$ cat config.mk
export PLATFORM = sky130hd
export DESIGN_NAME = aes_sbox_share_scheduler
export DESIGN_NICKNAME = d
export VERILOG_FILES = /design/src/rtl/aes_sbox_sched_pkg.sv /design/src/rtl/rr_arbiter2.sv /design/src/rtl/aes_sbox_share_scheduler.sv
export SDC_FILE = /design/constraint.sdc
export NUM_CORES = 1
export LEC_CHECK = 0
export BUFFER_PORTS_ARGS = -buffer_cell sky130_fd_sc_hd__buf_4
export CORE_MARGIN = 2
export CORE_UTILIZATION = 25
export DETAILED_ROUTE_END_ITERATION = 10
export GPL_ROUTABILITY_DRIVEN = 0
export PLACE_DENSITY = 0.77
export SLEW_MARGIN = 25
export SYNTH_ARGS = -nofsm -noshare
export SYNTH_HDL_FRONTEND = slang
export SYNTH_SLANG_ARGS = --single-unit
export TNS_END_PERCENT = 10
$ cat constraint.sdc
create_clock -name clk -period 1.21 [get_ports clk]
set_input_delay 0 -clock clk [delete_from_list [all_inputs] [get_ports clk]]
set_output_delay 0 -clock clk [all_outputs]
set_load 0.005 [all_outputs]
$ cat src/rtl/aes_sbox_sched_pkg.sv
// Shared types for the masked S-box share scheduler: requester ids and the
// in-flight tag carried alongside each gadget token.
package aes_sbox_sched_pkg;

    typedef enum logic {
        REQ_ST = 1'b0,
        REQ_KS = 1'b1
    } req_id_e;

    typedef struct packed {
        logic    valid;
        req_id_e id;
    } tag_t;

    localparam int SBOX_LAT_MIN = 1;
    localparam int SBOX_LAT_MAX = 4;

endpackage

$ cat src/rtl/rr_arbiter2.sv
// Two-way round-robin arbiter; the priority pointer moves only when the
// caller reports that the current grant was actually used.
module rr_arbiter2
    import aes_sbox_sched_pkg::*;
(
    input  logic clk,
    input  logic rst_n,
    input  logic req_st,
    input  logic req_ks,
    input  logic advance,
    output logic grant_valid,
    output logic grant_ks
);

    req_id_e prio_r;

    // Grant selection: a lone requester wins, a tie goes to the pointer.
    always_comb begin
        grant_valid = req_st | req_ks;
        if (req_st && req_ks) begin
            grant_ks = (prio_r == REQ_KS);
        end else if (req_ks) begin
            grant_ks = 1'b1;
        end else begin
            grant_ks = 1'b0;
        end
    end

    // Priority pointer: after a used grant, the other requester is favoured.
    always_ff @(posedge clk) begin
        if (!rst_n) begin
            prio_r <= REQ_ST;
        end else if (advance && grant_valid) begin
            prio_r <= grant_ks ? REQ_ST : REQ_KS;
        end
    end

endmodule

$ cat src/rtl/aes_sbox_share_scheduler.sv
// Issues masked bytes from the state and key-schedule requesters into the
// shared GHPC S-box gadget and routes fixed-latency results back by tag.
module aes_sbox_share_scheduler
    import aes_sbox_sched_pkg::*;
#(
    parameter int SBOX_LAT = 2,
    parameter int PIPELINE = 1
) (
    input  logic       clk,
    input  logic       rst_n,
    input  logic       st_valid,
    output logic       st_ready,
    input  logic [7:0] st_in0,
    input  logic [7:0] st_in1,
    input  logic       ks_valid,
    output logic       ks_ready,
    input  logic [7:0] ks_in0,
    input  logic [7:0] ks_in1,
    input  logic       rnd_valid,
    output logic       rnd_ready,
    input  logic [7:0] rnd,
    output logic [7:0] sb_in0,
    output logic [7:0] sb_in1,
    output logic [7:0] sb_r,
    output logic       sb_en,
    input  logic [7:0] sb_out0,
    input  logic [7:0] sb_out1,
    output logic       st_ovalid,
    output logic [7:0] st_out0,
    output logic [7:0] st_out1,
    output logic       ks_ovalid,
    output logic [7:0] ks_out0,
    output logic [7:0] ks_out1,
    output logic       busy
);

    logic grant_valid_s;
    logic grant_ks_s;
    logic issue_s;
    logic busy_s;
    logic sb_en_s;
    tag_t tag_r [SBOX_LAT];
    tag_t retire_s;

    rr_arbiter2 u_arb (
        .clk         (clk),
        .rst_n       (rst_n),
        .req_st      (st_valid),
        .req_ks      (ks_valid),
        .advance     (issue_s),
        .grant_valid (grant_valid_s),
        .grant_ks    (grant_ks_s)
    );

    // Occupancy of the tag pipeline.
    always_comb begin
        busy_s = 1'b0;
        for (int i = 0; i < SBOX_LAT; i++) begin
            busy_s = busy_s | tag_r[i].valid;
        end
    end

    // Issue needs fresh randomness; without pipelining the gadget must be empty.
    assign issue_s  = rst_n & rnd_valid & grant_valid_s & ((PIPELINE != 0) | ~busy_s);
    assign sb_en_s  = rst_n & (issue_s | busy_s);
    assign sb_en    = sb_en_s;
    assign busy     = rst_n & busy_s;
    assign retire_s = tag_r[SBOX_LAT-1];

    // Issue-side mux; randomness is only forwarded when it is consumed.
    always_comb begin
        st_ready  = 1'b0;
        ks_ready  = 1'b0;
        rnd_ready = 1'b0;
        sb_in0    = 8'h00;
        sb_in1    = 8'h00;
        sb_r      = 8'h00;
        if (issue_s) begin
            rnd_ready = 1'b1;
            sb_r      = rnd;
            if (grant_ks_s) begin
                ks_ready = 1'b1;
                sb_in0   = ks_in0;
                sb_in1   = ks_in1;
            end else begin
                st_ready = 1'b1;
                sb_in0   = st_in0;
                sb_in1   = st_in1;
            end
        end else begin
            rnd_ready = 1'b0;
            sb_r      = 8'h00;
        end
    end

    // Tag pipeline advances in lockstep with the gadget clock enable.
    always_ff @(posedge clk) begin
        if (!rst_n) begin
            for (int i = 0; i < SBOX_LAT; i++) begin
                tag_r[i] <= '{valid: 1'b0, id: REQ_ST};
            end
        end else if (sb_en_s) begin
            tag_r[0].valid <= issue_s;
            tag_r[0].id    <= grant_ks_s ? REQ_KS : REQ_ST;
            for (int i = 1; i < SBOX_LAT; i++) begin
                tag_r[i] <= tag_r[i-1];
            end
        end
    end

    // Result routing: only the owning requester sees the gadget shares.
    always_comb begin
        st_ovalid = 1'b0;
        ks_ovalid = 1'b0;
        st_out0   = 8'h00;
        st_out1   = 8'h00;
        ks_out0   = 8'h00;
        ks_out1   = 8'h00;
        if (rst_n && retire_s.valid) begin
            if (retire_s.id == REQ_KS) begin
                ks_ovalid = 1'b1;
                ks_out0   = sb_out0;
                ks_out1   = sb_out1;
            end else begin
                st_ovalid = 1'b1;
                st_out0   = sb_out0;
                st_out1   = sb_out1;
            end
        end else begin
            st_ovalid = 1'b0;
            ks_ovalid = 1'b0;
        end
    end

endmodule
==> results.md, run 1 <==
- For the pin with the worst max-slew slack, the measured transition is 0.251 ns.
- The launch instance of the worst register-to-register path is tag_r[0][3].
- After detailed placement, the design holds a cell count of 240.
- The final net count is 280.
- The first detailed-routing pass ran for 4 iterations.
- 124 I/O pins were placed.
- Input and output buffers added on the ports amount to approximately 120.
- The maximum number of pins on one net before global-route repair is 19.
- In this run the static leakage power is a little over 1 nW.
- In this run the most critical hold path is launched from rst_n.
- After synthesis the cells add up to around 740 um^2.
- Setup repair after global routing could not meet its margin everywhere.
- The number of cells on the worst reg-to-reg path is 2.
- The cell area after layout is around 0.0019 mm^2.
- Synthesis produced a netlist with a net count of 148.
- In this run, distinct cell masters in the synthesized netlist total 23.
- For this run, design rule violations remaining after detail routing come to 0.
- In the finished design, the share of the clock period the worst path needs comes to 1.11.
- The worst setup path is captured at an output port.
- The clock latency on the worst-skew pair is 0.24 ns.
- The run finished, with violations left.
- The die extent in x is 58.3 um.
- In this run the number of H-tree levels came out at 1.
- The count of clock tree sinks is 5.
- The clock period minus final worst setup slack is roughly 1.3 ns.
- Based on the critical path, the design can be clocked at up to between 700 and 800 MHz.
- No sink is reached through more buffers than the 2 on the longest clock path.
- The number of antenna violations at the first check in global routing is 0.
- In this run the remaining antenna-violating nets after routing total 0.
- The number of design-rule violations left by the first detailed-router iteration is just under 50.
- The global-route wire length before repair is 4880 um.
- The post-synthesis async set-or-reset flop share is 0.
- Across every metal layer, demand over resource in global routing totals 0.183.
- After clock tree synthesis, the clock-pin slew on the worst setup and hold paths is 0.04 ns.
- The portion of synthesized cell area occupied by the leading cell type is 0.347.
- The average instance in the mapped netlist occupies around 8.5 um^2.
- The routed length per placed instance is 13.8 um.
- For this run, the register share of the synthesized area comes to 0.190.
- The final design utilization is 0.669.
- In the routed layout, each cell is associated on average with a via count of 4.69.
- The most used flip-flop cell after synthesis is sky130_fd_sc_hd__edfxtp_1.
- The vias after detailed routing is 1,168.
- The final count of pins violating max slew is 0.
- The post-route worst setup slack is -0.133 ns.
- In this run the power density over the cells is about 530 mW/mm^2.
- Sorting the synthesized cells by area gives the leading types as sky130_fd_sc_hd__and2_1 35%, sky130_fd_sc_hd__edfxtp_1 16%, sky130_fd_sc_hd__a22o_2 12%.
- The area of the die is roughly 0.0034 mm^2.
- The maximum fanout along the worst path is 8.
- After legalization and detailed placement, the total HPWL measured around 2700 um.
- Setup violations remaining at the end of the flow were counted as 48.
- The number of global-route vias before repair was 1,131.
- The post-placement setup slack is -0.169 ns.
- In the final layout, the share of cells above drive strength 1 is 0.729.
- The power consumption is 980 uW.
- The instance area after placement is ~0.0017 mm^2.
- The number of failing hold endpoints at the final stage came to 0.
- The cell accounting for the most synthesized area is sky130_fd_sc_hd__and2_1.
- In this run the core area contains 19 standard-cell rows.
- The total grt overflow is 0.
- The most repeated cell in the gate-level netlist after synthesis is sky130_fd_sc_hd__and2_1.
- The cell count after synthesis is 87.
- The register bit count reported by yosys is 5.
- The capture endpoint of the worst hold path is u_arb.prio_r.
- The final cell count without fillers is 249.
- In this run the critical register-to-register path is captured at tag_r[0][3].
- 0 antenna diodes ended up in the layout.
- The area growth from synthesis to layout is 152%.
- The class of the worst hold path is in -> reg.
- The tree is rooted in a sky130_fd_sc_hd__clkbuf_4.
- The initial core utilization is 0.265.
- The checks that failed: setup timing.
- The worst hold path passes through 3 cells.
- The number of max-capacitance violations reported is 0.
- The critical path in this run is classified as reg -> out.
- At the worst endpoint, the arrival time is 1.34 ns.
- The register-to-register setup slack is -0.11 ns.
- The number of warning messages in the yosys log is 0.
- The worst path required time is around 1.2 ns.
- The startpoint class of the critical path is a register.
- For the final database, setup skew stands at ~0.00046 ns.
- The wire length after detailed routing is 3430 um.
- After floorplanning, the core was sized to cover 0.00278 mm^2.
- The worst IR drop on VDD is 0.406 mV.
- The vertical die dimension is 58.3 um.
- The commonest cells after synthesis are 41 x sky130_fd_sc_hd__and2_1, 9 x sky130_fd_sc_hd__a22o_2, 7 x sky130_fd_sc_hd__a22o_1.
- Counting flops with a built-in enable in the synthesized netlist gives 4.
- The number of buffers added by the clock tree synthesis step is 3.
- The max-slew headroom at the worst pin is 0.833.
- TritonCTS built the clock tree.
## worst max-delay path, cell delays in order (launching register included)
cell,delay [ns]
sky130_fd_sc_hd__dfxtp_2,0.33
sky130_fd_sc_hd__and2b_4,0.26
sky130_fd_sc_hd__nor3_4,0.04
sky130_fd_sc_hd__buf_6,0.13
sky130_fd_sc_hd__a22o_2,0.22
sky130_fd_sc_hd__buf_6,0.11
## metrics by stage
stage	hold slack (ns)	setup TNS [ns]
after floorplan	0.110	-0.0790
after global placement	0.274	-0.653
after detailed placement	0.274	-2.84
after CTS	0.0730	-6.91
after global routing	0.110	-7.14
final	0.103	-4.23
## repair_timing
item | CTS | global route
resized for setup | 13 | 12
pin swaps | 1 | 12
hold buffers | 0 | 0
setup buffers | 0 | 3
setup endpoints to repair | 57 | 58
cloned | 2 | 0
## kinds of logic after synthesis
group	Yosys count	synth area share
AO/OA/AOI/OAI	21	0.264
buffers and inverters	8	0.0763
flip-flops	5	0.190
AND/OR/NAND/NOR	53	0.470
## area by class of cell
type	count	area [um^2]
timing repair buffer	132	1040
fill	242	921
sequential	5	141
inverter	1	3.75
clock buffer	4	26.3
multi-input combinational	76	611
tap	31	38.8
## where the power goes
part / switching, mW / leakage (nW) / internal [mW]
sequential: 0.0210 / 0.0531 / 0.214
combinational: 0.193 / 0.951 / 0.358
clock: 0.0695 / 0.0150 / 0.125
## state kept, by name, summed over array words and instances (netlist names)
register      count
tag_r             4
u_arb.prio_r      1
## layer usage
| layer | share of wire | global-route usage |
|---|---|---|
| met5 | 0 | 0 |
| met4 | 0.0055 | 0.0498 |
| met3 | 0.15 | 0.0835 |
| met2 | 0.51 | 0.350 |
| met1 | 0.33 | 0.173 |
## cell usage in the layout (no fill, tap or decap), types with 2 or more instances in the layout
cell / Yosys / final
sky130_fd_sc_hd__a22o_1: 7 / 7
sky130_fd_sc_hd__a22o_2: 9 / 8
sky130_fd_sc_hd__and2_1: 41 / 39
sky130_fd_sc_hd__and2_4: 0 / 2
sky130_fd_sc_hd__buf_4: 0 / 119
sky130_fd_sc_hd__buf_6: 3 / 13
sky130_fd_sc_hd__clkbuf_4: 0 / 3
sky130_fd_sc_hd__edfxtp_1: 4 / 4
sky130_fd_sc_hd__nand2_1: 3 / 2
sky130_fd_sc_hd__nor2_4: 0 / 3
sky130_fd_sc_hd__o211a_1: 2 / 2
## worst max-delay path by stage
stage	startpoint	to	slack [ns]
6_report	u_arb.prio_r	sb_in0[3]	-0.13
3_3_place_gp	tag_r[0][3]	tag_r[0][0]	-0.04
5_1_grt	u_arb.prio_r	sb_in1[1]	-0.21
2_1_floorplan	tag_r[0][3]	tag_r[0][0]	-0.02
4_1_cts	tag_r[0][3]	st_out0[6]	-0.17
3_5_place_dp	tag_r[0][3]	st_out1[3]	-0.17
Power figures use the tool's default switching activity.
==> run 2, diff against run 1 <==
- PLACE_DENSITY: 0.77 -> 0.83
==> results.md, run 2 (same netlist as run 1, synthesis figures left out) <==
- For this configuration, the core starts out at a cell density of 0.265.
- The number of design-rule violations left by the first detailed-router iteration is 29.
- The clock period minus final worst setup slack is 1.38 ns.
- In the post-route analysis, the smallest setup slack over all paths is -0.168 ns.
- The proportion of power drawn by the clock network is 0.197.
- The cell at the root of the clock tree is sky130_fd_sc_hd__clkbuf_4.
- The power density normalized to cell area is 523 mW/mm^2.
- The largest single stage delay on the critical path is 0.43 ns.
- The maximum fanout along the worst path is 4.
- The die extent in x is between 50 and 60 um.
- The vertical die dimension is 58.3 um.
- STA classifies the critical path startpoint as a register.
- Among the stages of the critical path, the cell type that occurs most often is sky130_fd_sc_hd__buf_6.
- In the final layout, the registers with the most flip-flops are tag_r (4), u_arb.prio_r (1).
- After detailed routing, the number of remaining DRC violations is 0.
- The number of global-route vias before repair was 1,092.
- Of the total power, the share spent switching nets is 0.274.
- The flow ran to the end, but the final reports show violations.
- The library cell used most frequently in the layout, excluding fill and tap cells, is sky130_fd_sc_hd__buf_4.
- For this run, the total global-route usage over all layers was measured as 0.180.
- The checks that failed: setup timing.
- The number of antenna violations at the first check in global routing was 0.
- The floorplan has 19 rows.
- The largest individual stage delay along the critical path comes from the cell sky130_fd_sc_hd__edfxtp_1.
- Setup violations remaining at the end of the flow were counted as 55.
- Counting flops per register, the top entry is tag_r.
- The sequential power share is 0.243.
- The final worst clock skew is 0.000159 ns.
- The number of buffers added by the clock tree synthesis step is 3.
- For this design the total switching power over the nets is 263 uW.
- The area growth from synthesis to layout is 149%.
- The final net count is between 200 and 300.
- Across the VDD grid, the largest voltage drop is a little under 0.6 mV.
- The number of max-capacitance violations reported is 0.
- The cell internal power dissipation is 699 uW.
- Clock-pin slew was measured on the worst setup and hold paths at 0.04 ns.
- The routed design has 3300 um of wire.
- The clock net in this run drives a total of 5 sinks.
- The clock latency on the worst-skew pair is 0.24 ns.
- The post-placement setup slack is -0.121 ns.
- In this run the count of I/O pins placed on the die edge is 124.
- The number of flip-flops in the largest register is 4.
- The first detailed-routing pass took 4 iterations.
- Setup repair after global routing could not meet its margin everywhere.
- In this run the cell area measured after placement is around 0.0017 mm^2.
- The area of the placeable core is 0.00278 mm^2.
- Of the total power, combinational logic draws 0.559.
- Using the TritonRoute via totals, the vias-per-cell ratio works out to 4.64.
- The final critical-path share of the clock period is 1.14.
- The total grt overflow is 0.
- TritonCTS built the clock tree.
- For the worst setup path, the data required time is 1.21 ns.
- Detailed placement ended at an HPWL of 2610 um.
- Final hold analysis gives a worst-case slack of 0.0718 ns.
- The static leakage is 1.01 nW.
- The final count of pins violating max slew is 0.
- In the final routed layout, each cell accounts on average for 13.3 um.
- The number of H-tree branching levels is 1.
- The worst register-to-register path has a setup slack of -0.16 ns.
- The instance count along the most critical hold path is 3.
- The first global-routing pass estimated 4730 um of wire.
- The vias after detailed routing is 1,156.
- The critical path class is reg -> out.
- The worst-case clock buffer depth is 2.
- The class of the worst hold path is in -> reg.
- Traced cell by cell, the critical path runs through o21a_1 > or2_4 > buf_6 > buf_6.
- The number of failing hold endpoints at the final stage was 0.
- The arrival time of data at the critical path endpoint is 1.38 ns.
- STA classifies the critical path endpoint as an output port.
- The number of antenna diodes is 0.
- Static timing analysis puts the maximum clock frequency at 726 MHz.
- The finished cells cover 0.00184 mm^2.
- Entering global routing, the biggest net connects 19 pins.
- The die covers 0.00340 mm^2.
- In the final layout, the share of cells above drive strength 1 is 0.720.
- Measured in cells, the most critical reg-to-reg path has a length of 2.
- The max-slew headroom at the worst pin is 0.832.
- The top cell types in the final layout, fill and taps aside, are 119 x sky130_fd_sc_hd__buf_4, 41 x sky130_fd_sc_hd__and2_1, 11 x sky130_fd_sc_hd__buf_6, 9 x sky130_fd_sc_hd__a22o_2, 7 x sky130_fd_sc_hd__a22o_1.
- Once detail routing completed, the nets flagged for antenna violations numbered 0.
- Port buffering added roughly 120 buffers.
- The transition time at the pin with the least slew margin is 0.252 ns.
## run 2: cell counts in the layout (fill, tap and decap cells not counted)
Identical to the previous run, type by type.
## run 2: path summary, 6_finish.rpt
check / startpoint / end
worst max-delay path: tag_r[0][3] / sb_en
worst min-delay path: rst_n / u_arb.prio_r
worst max register to register: tag_r[0][1] / tag_r[0][1]
worst min register to register: u_arb.prio_r / u_arb.prio_r
## run 2: power by group through the flow
| stage | logic [mW] | clock network, mW | registers (mW) |
|---|---|---|---|
| 3_3_place_gp | 0.472 | 0 | 0.227 |
| 5_1_grt | 0.584 | 0.219 | 0.236 |
| 6_report | 0.539 | 0.190 | 0.234 |
| 2_1_floorplan | 0.160 | 0 | 0.225 |
| 4_1_cts | 0.500 | 0.203 | 0.235 |
| 3_5_place_dp | 0.476 | 0 | 0.228 |
## run 2: critical path, delay by kind of cell, from the launching register on
family,cells,cell delay (ns)
AND/OR/NAND/NOR,1,0.26
AO/OA/AOI/OAI,1,0.23
flip-flops,1,0.43
buffers and inverters,2,0.21
## run 2: through the flow
| step | cells | setup TNS, ns | utilization | power [mW] |
|---|---|---|---|---|
| CTS | 245 | -6.07 | 0.645 | 0.938 |
| global route | 249 | -8.00 | 0.662 | 1.04 |
| finish | 249 | -4.41 | 0.662 | 0.963 |
| detailed placement | 239 | -2.09 | 0.617 | 0.704 |
| floorplan | 87 | -0.0790 | - | 0.385 |
| global placement | 239 | -1.61 | 0.617 | 0.699 |
## run 2: cell type report
cell class | count | area [um^2]
fill | 256 | 940
clock buffer | 4 | 26.3
inverter | 1 | 3.75
sequential | 5 | 141
timing repair buffer | 132 | 1060
multi-input combinational | 76 | 574
tap | 31 | 38.8
## run 2: layer usage
| layer | vias to the layer above | share of wire | GRT usage |
|---|---|---|---|
| met4 | 0 | 0.0030 | 0.0399 |
| met3 | 2 | 0.16 | 0.0967 |
| met5 | - | 0 | 0 |
| li1 | 568 | - | - |
| met1 | 502 | 0.32 | 0.174 |
| met2 | 84 | 0.51 | 0.335 |
## run 2: what timing repair did
item,CTS,global route
pin swaps,2,5
setup buffers,0,4
gates resized for setup,11,5
cloned,2,0
hold buffers,0,0
endpoints found under the setup margin,57,58
hold endpoints to repair,0,0
